`src/rtl/uart_tx_if.sv`:
```
// uart_tx_if: byte-in / serial-out bundle for the UART transmitter.
// master drives tick/start/data; slave returns line, busy and done strobe.
interface uart_tx_if #(
  parameter int SIZE_DATA = 8
);
  logic                 i_s_tick;
  logic                 i_tx_start;
  logic [SIZE_DATA-1:0] i_data;
  logic                 o_tx;
  logic                 o_busy;
  logic                 o_tx_done_tick;

  modport master (
    output i_s_tick, i_tx_start, i_data,
    input  o_tx, o_busy, o_tx_done_tick
  );

  modport slave (
    input  i_s_tick, i_tx_start, i_data,
    output o_tx, o_busy, o_tx_done_tick
  );
endinterface

```
`src/rtl/uart_tx.sv`:
```
// uart_tx: start + SIZE_DATA bits LSB first + stop, on a 16x baud tick.
// Ports: i_clk, i_reset (sync, high), bus (uart_tx_if.slave).
module uart_tx #(
  parameter int SIZE_DATA = 8,
  parameter int SB_TICK   = 16
) (
  input logic      i_clk,
  input logic      i_reset,
  uart_tx_if.slave bus
);
  localparam int SW = ($clog2(SB_TICK) > 4) ? $clog2(SB_TICK) : 4;
  localparam int NW = (SIZE_DATA > 1) ? $clog2(SIZE_DATA) : 1;
  localparam logic [SW-1:0] S_BIT  = SW'(15);
  localparam logic [SW-1:0] S_STOP = SW'(SB_TICK - 1);
  localparam logic [NW-1:0] N_LAST = NW'(SIZE_DATA - 1);

  typedef enum logic [1:0] {
    IDLE,
    START,
    DATA,
    STOP
  } state_t;

  state_t               state_q, state_n;
  logic [SW-1:0]        s_q, s_n;
  logic [NW-1:0]        n_q, n_n;
  logic [SIZE_DATA-1:0] b_q, b_n, b_sh;
  logic                 tx_q, tx_n;
  logic                 done_q, done_n;

  assign b_sh = b_q >> 1;

  always_ff @(posedge i_clk) begin
    if (i_reset) begin
      state_q <= IDLE;
      s_q     <= '0;
      n_q     <= '0;
      b_q     <= '0;
      tx_q    <= 1'b1;
      done_q  <= 1'b0;
    end else begin
      state_q <= state_n;
      s_q     <= s_n;
      n_q     <= n_n;
      b_q     <= b_n;
      tx_q    <= tx_n;
      done_q  <= done_n;
    end
  end

  always_comb begin
    state_n = state_q;
    s_n     = s_q;
    n_n     = n_q;
    b_n     = b_q;
    tx_n    = tx_q;
    done_n  = 1'b0;
    unique case (state_q)
      IDLE: begin
        tx_n = 1'b1;
        if (bus.i_tx_start) begin
          b_n     = bus.i_data;
          s_n     = '0;
          tx_n    = 1'b0;
          state_n = START;
        end
      end
      START: begin
        if (bus.i_s_tick) begin
          if (s_q == S_BIT) begin
            s_n     = '0;
            n_n     = '0;
            tx_n    = b_q[0];
            state_n = DATA;
          end else begin
            s_n = s_q + 1'b1;
          end
        end
      end
      DATA: begin
        if (bus.i_s_tick) begin
          if (s_q == S_BIT) begin
            s_n = '0;
            b_n = b_sh;
            if (n_q == N_LAST) begin
              tx_n    = 1'b1;
              state_n = STOP;
            end else begin
              n_n  = n_q + 1'b1;
              tx_n = b_sh[0];
            end
          end else begin
            s_n = s_q + 1'b1;
          end
        end
      end
      STOP: begin
        if (bus.i_s_tick) begin
          if (s_q == S_STOP) begin
            s_n     = '0;
            done_n  = 1'b1;
            state_n = IDLE;
          end else begin
            s_n = s_q + 1'b1;
          end
        end
      end
    endcase
  end

  assign bus.o_tx           = tx_q;
  assign bus.o_busy         = (state_q != IDLE);
  assign bus.o_tx_done_tick = done_q;
endmodule

```
`src/flat_wrapper.sv`:
```
// flat-port wrapper written by rule: the top's interface ports become plain ports
module uart_tx_flat 
#(
  parameter int SIZE_DATA = 8,
  parameter int SB_TICK   = 16
)
  (i_clk, i_reset, bus_i_s_tick, bus_i_tx_start, bus_i_data, bus_o_tx, bus_o_busy, bus_o_tx_done_tick);
  uart_tx_if #(.SIZE_DATA(SIZE_DATA)) bus_i ();
  input logic i_clk;
  input logic i_reset;
  input wire logic [$bits(bus_i.i_s_tick)-1:0] bus_i_s_tick;
  input wire logic [$bits(bus_i.i_tx_start)-1:0] bus_i_tx_start;
  input wire logic [$bits(bus_i.i_data)-1:0] bus_i_data;
  output wire logic [$bits(bus_i.o_tx)-1:0] bus_o_tx;
  output wire logic [$bits(bus_i.o_busy)-1:0] bus_o_busy;
  output wire logic [$bits(bus_i.o_tx_done_tick)-1:0] bus_o_tx_done_tick;
  assign bus_i.i_s_tick = bus_i_s_tick;
  assign bus_i.i_tx_start = bus_i_tx_start;
  assign bus_i.i_data = bus_i_data;
  assign bus_o_tx = bus_i.o_tx;
  assign bus_o_busy = bus_i.o_busy;
  assign bus_o_tx_done_tick = bus_i.o_tx_done_tick;
  uart_tx #(.SIZE_DATA(SIZE_DATA), .SB_TICK(SB_TICK)) u_core (.i_clk(i_clk), .i_reset(i_reset), .bus(bus_i));
endmodule
```
`config.mk`:
```
export PLATFORM = sky130hd
export DESIGN_NAME = uart_tx_flat
export DESIGN_NICKNAME = d
export VERILOG_FILES = /design/src/rtl/uart_tx_if.sv /design/src/rtl/uart_tx.sv /design/src/flat_wrapper.sv
export SDC_FILE = /design/constraint.sdc
export NUM_CORES = 1
export LEC_CHECK = 0
export BUFFER_PORTS_ARGS = -buffer_cell sky130_fd_sc_hd__buf_2
export CORE_MARGIN = 3
export CORE_UTILIZATION = 40
export CTS_CLUSTER_DIAMETER = 50
export DETAILED_ROUTE_END_ITERATION = 7
export GPL_ROUTABILITY_DRIVEN = 1
export GPL_TIMING_DRIVEN = 0
export PLACE_DENSITY_LB_ADDON = 0.15
export SLEW_MARGIN = 40
export SYNTH_ARGS = -nofsm -noshare
export SYNTH_HDL_FRONTEND = slang
export SYNTH_SLANG_ARGS = --single-unit
```
`constraint.sdc`:
```
create_clock -name i_clk -period 2.4 [get_ports i_clk]
set_input_delay 0.12 -clock i_clk [delete_from_list [all_inputs] [get_ports i_clk]]
set_output_delay 0.12 -clock i_clk [all_outputs]
set_load 0.01 [all_outputs]
```
After elaboration in Yosys (flattened, before gate mapping). Index checks and enable logic that the tools add are counted.

Add/subtract/negate cells: 2. Eq/ne operators: 15. Multiplexer cells: 31. Bitwise operators: 2. Reduce and logical (&&, ||, !) cells: 12.

Operators with widths (number): $mux W8 (3); $mux W2 (8); $pmux W8 S2 (1); $mux W3 (5); $mux W4 (3); $ne A2 B1 Y1 const B (5); $ne A2 B2 Y1 const B (5); $pmux W2 S4 (1); $pmux W4 S2 (1); $reduce_and A8 Y1 (1); $mux W1 (7); $pmux W3 S2 (1); $reduce_and A6 Y1 (1); $reduce_bool A2 Y1 (3); $reduce_or A3 Y1 (2); $reduce_and A5 Y1 (1); $add A4 B1 Y4 const B (1); $eq A2 B2 Y1 const B (2); $eq A4 B4 Y1 const B (1); $reduce_and A4 Y1 (1); $add A3 B1 Y3 const B (1); $eq A3 B3 Y1 const B (1); $pmux W1 S3 (1); $reduce_bool A3 Y1 (1); 4 further kinds (5).

Register bits: 19. Input bits: 12. Output and inout bits: 3. Word-level logic and storage cells: 68.

Longest topological paths before layout.
Depth after elaboration: 5. Depth in mapped cells: 7. Mapped depth without buffers: 6.

Worst setup path after synthesis. No wires, ideal clock.

Path kind: reg2reg. Start: register u_core.state_q[0]. End: register u_core.b_q[3]. Setup time: 0.086 ns. Arrival time: 1.607 ns. Data required time: 2.314 ns. Setup slack: 0.708 ns. Stages on the path, launching flop included: 8. Path buffers: 1. Period minus slack after synthesis: 1.692 ns. Path through: dfxtp_1 > inv_1 > ha_1 > nor2b_1 > a211oi_2 > buf_4 > nor2_1 > a211oi_1.

Longest elaborated chain between the ends: 3. Elaborated cells on any way between the ends: 8. Those cells by class: eq/ne: 4; mux: 1; reduce/logical: 3.

Ends and longest elaborated chain: start, declared (RTL line uart_tx.sv:24) `state_t state_q, state_n;`; start signal, assigned (RTL line uart_tx.sv:42) `state_q <= state_n;`; $eq A2 B2 Y1 or $logic_not A2 Y1 (tied branches) (RTL line uart_tx.sv:58) `unique case (state_q)`; $ne A2 B1 Y1 (no source line) (tied with other cells); $reduce_and A4 Y1 (no source line); end signal, assigned (RTL line uart_tx.sv:45) `b_q <= b_n;`; end, declared (RTL line uart_tx.sv:27) `logic [SIZE_DATA-1:0] b_q, b_n, b_sh;`.

Several ways; a longest one is shown, not always the timed one. A chain may end at the register's enable or synchronous reset.

Worst setup path in the final report. Same ends and word-level chain as after synthesis.

==> metrics.md <==
| Metric | Value |
|---|---|
| Outcome | completed |
| Area occupied by registers | 380 µm² |
| WL/cell | 14.1 µm |
| CP delay by family, top | compound AO/OA/AOI/OAI gates |
| CP Class | reg -> reg |
| Crit path DAT | ~2.3 ns |
| Cell with the most instances after synthesis | dfxtp_1 |
| Post-Synth Adder-Cell Area | 12.2% |
| Synth Area in Simple Gates | 22.5% |
| Gr usage total | 15.8% |
| Main area contributors after synthesis | dfxtp_1 (34%), ha_1 (12%), mux2i_1 (8.0%) |
| Die width | 59.0 µm |
| Final instance area | roughly 1300 µm² |
| Synth warn | 0 |
| Row count | 18 |
| GRT overflow | 0 |
| FF-to-FF Start | u_core.state_q[0] |
| Slew headroom | between 60% and 70% |
| Post-synth EDFFs | 0 |
| Initial antenna violation count | 0 |
| GPL Wtd Cong | ~0.80 |
| Crit path launch | u_core.state_q[0] |
| CTS root buf | clkbuf_4 |
| Area growth from synthesis to layout | 11.5% |
| WL final | about 2400 µm |
| Post-synth cell types | 38 |
| Tmin final | 2.05 ns |
| Setup TNS | 0 ns |
| Worst-Margin Slew | 0.496 ns |
| Leakage power figure | 0.000511 µW |
| Fillers | 286 |
| Setup Buffers After CTS | 0 |
| Async set-reset flop share out of synthesis | 0% |
| Antenna Nets Post-Route | 0 |
| Cells after synthesis | between 100 and 150 |
| Largest net degree at the start of global routing | 11 |
| Fin. Hold Viols | 0 |
| Xor-xnor portion of the synthesized cell area | 0% |
| Multi-input gate area | ~700 µm² |
| CTS buffer count | 3 |
| First-pass GRT wire length | between 4000 and 5000 µm |
| Share of the yosys chip area belonging to registers | 33.8% |
| Crit Path Max Fanout | 10 |
| Final core utilization | 48.8% |
| Crit start category | flop |
| # DRC | 0 |
| Fin crit share | 85.6% |
| Post-DP Area | 1230 µm² |
| Most common flop cell mapped by yosys | dfxtp_1 |
| Post-DP HPWL | 1850 µm |
| Final setup violation count | 0 |
| # H-tree levels | 1 |
| Fmax | 487 MHz |
| Vias | 980 |
| Power Density | approximately 940 nW/µm² |
| Initial DRC count | 35 |
| Die Footprint | 3480 µm² |
| Vias in the first global route | 964 |
| Max Clock Skew | approximately 0.0033 ns |
| Post_cts resized | 0 |
| Crit end category | flop |
| CTS Buffer Depth | 2 |
| RSZ-0062 raised after global routing | false |
| Slew Limit Fails | 0 |
| Critical-path cell list | inv_1 > ha_1 > nor2b_1 > a211oi_2 > buf_4 > nor2_1 > a211oi_1 |
| Reg clk slew, reported paths | 0.11 ns |
| First-pass DRT Iterations | 4 |
| Post-synth top area share | 33.8% |
| Hold WC Path Type | in -> reg |
| Core area | 2570 µm² |
| Synth Cell Area | 1120 µm² |
| Overall power | 1180 µW |
| Vias per cell | 5.66 |
| Post-synthesis compound-gate area fraction | between 10% and 20% |
| CTS Sinks | 19 |
| Starting Density | a little over two fifths |
| N_diodes | 0 |
| CP max stage cell | dfxtp_1 |
| Crit-path max cell delay | 0.44 ns |
| Share of cells above drive strength 1 | 16.8% |
| Area leader, netlist | dfxtp_1 |
| NumNets Final | 167 |
| Critical path buffer and inverter count | 2 |
| Port buffer count | 13 |
| Skew-Pair Late Insertion Delay | roughly 0.30 ns |
| Largest family of logic cells by synthesized area | simple AND/OR/NAND/NOR gates |
| Syn_nets | 149 |
| Avg Cell Area, Syn | 8.93 µm² |
| Top-level port count | 15 |
| CTS tree | built |
| Post-synthesis register bit count | 19 |
| Number of max-cap violations | 0 |
| Commonest cells in the synthesized netlist | dfxtp_1 (19), nor2_1 (15), ha_1 (11), mux2i_1 (9), a21oi_1 (8) |
| Hold wc startpoint | i_reset |
| Chip height | 59.0 µm |
| Worst hold margin | 0.0267 ns |
| Hold_buf cts | 0 |
| Peak supply drop | approximately 420 µV |
| WP data required | 2.62 ns |
| Mux share of post-synthesis cell area | around 8.0% |
per-stage QoR:
step	instances	setup slack (ns)
global route	173	0.145
finish	173	0.346
detailed placement	169	0.372
global placement	169	0.422
floorplan	126	0.708
CTS	173	0.336
registers in the layout, summed over array words and instances (netlist names):
register	count
u_core.b_q	8
u_core.bus.o_tx	1
u_core.bus.o_tx_done_tick	1
u_core.n_q	3
u_core.s_q	4
u_core.state_q	2
path summary, 6_finish.rpt:
kind / endpoint / slack, ns / depth (start not counted)
hold reg to reg: u_core.b_q[7] / 0.48 / 2
hold / removal: u_core.state_q[0] / 0.03 / 2
setup / recovery: u_core.b_q[3] / 0.35 / 7
setup reg to reg: u_core.b_q[3] / 0.35 / 7
cells by family after synthesis:
kind of cell	count (synthesis)
AO/OA/AOI/OAI	32
adder cells (fa/ha/maj)	11
buffers and inverters	10
flip-flops	19
multiplexers	9
AND/OR/NAND/NOR	45
per-layer routing:
layer / global-route usage [%] / vias to the layer above / share of wire (%)
met1: 18.5 / 462 / 47
met5: 0 / - / 0
met4: 6.80 / 0 / 1.8
li1: - / 496 / -
met2: 28.5 / 17 / 48
met3: 1.96 / 5 / 3.5
cell type report:
| class | instances | area share, % |
|---|---|---|
| Buffer | 5 | 2.00 |
| Clock buffer | 4 | 2.10 |
| Inverter | 5 | 1.50 |
| Multi-Input combinational cell | 97 | 55.9 |
| Sequential cell | 19 | 30.3 |
| Tap cell | 30 | 2.99 |
| Timing Repair Buffer | 13 | 5.19 |
where the power goes:
part / internal (µW) / switching [µW]
Clock: 64.9 / 101
Combinational: 232 / 335
Sequential: 391 / 53.2
Total: 688 / 489
placed cells by master (no fill, tap or decap), drive strengths merged:
| master | synthesis | layout |
|---|---|---|
| dfxtp | 19 | 19 |
| buf | 3 | 16 |
| nor2 | 15 | 15 |
| ha | 11 | 11 |
| mux2i | 9 | 9 |
| a21oi | 8 | 8 |
| a211oi | 8 | 8 |
| o21ai | 6 | 6 |
| clkbuf | 2 | 6 |
| inv | 5 | 5 |
| nand2 | 5 | 5 |
| nand3 | 4 | 4 |
| nand2b | 4 | 4 |
| o31ai | 3 | 3 |
| nor3 | 2 | 2 |
| or4 | 2 | 2 |
| nor3b | 2 | 2 |
| nor2b | 1 | 1 |
| a31oi | 1 | 1 |
| a311oi | 1 | 1 |
| a32oi | 1 | 1 |
| and3 | 1 | 1 |
| or2b | 1 | 1 |
| nand3b | 1 | 1 |
| o21a | 1 | 1 |
| or4b | 1 | 1 |
| a21bo | 1 | 1 |
| o2111ai | 1 | 1 |
| and4 | 1 | 1 |
| and4b | 1 | 1 |
| o41ai | 1 | 1 |
| nor4 | 1 | 1 |
| or3b | 1 | 1 |
| or3 | 1 | 1 |
| and3b | 1 | 1 |
worst register-to-register path, stage by stage, from the launching register on:
cell,delay [ns]
dfxtp_1,0.44
inv_1,0.15
ha_1,0.27
nor2b_1,0.19
a211oi_2,0.43
buf_4,0.25
nor2_1,0.05
a211oi_1,0.20
(Power assumes the default switching activity.)
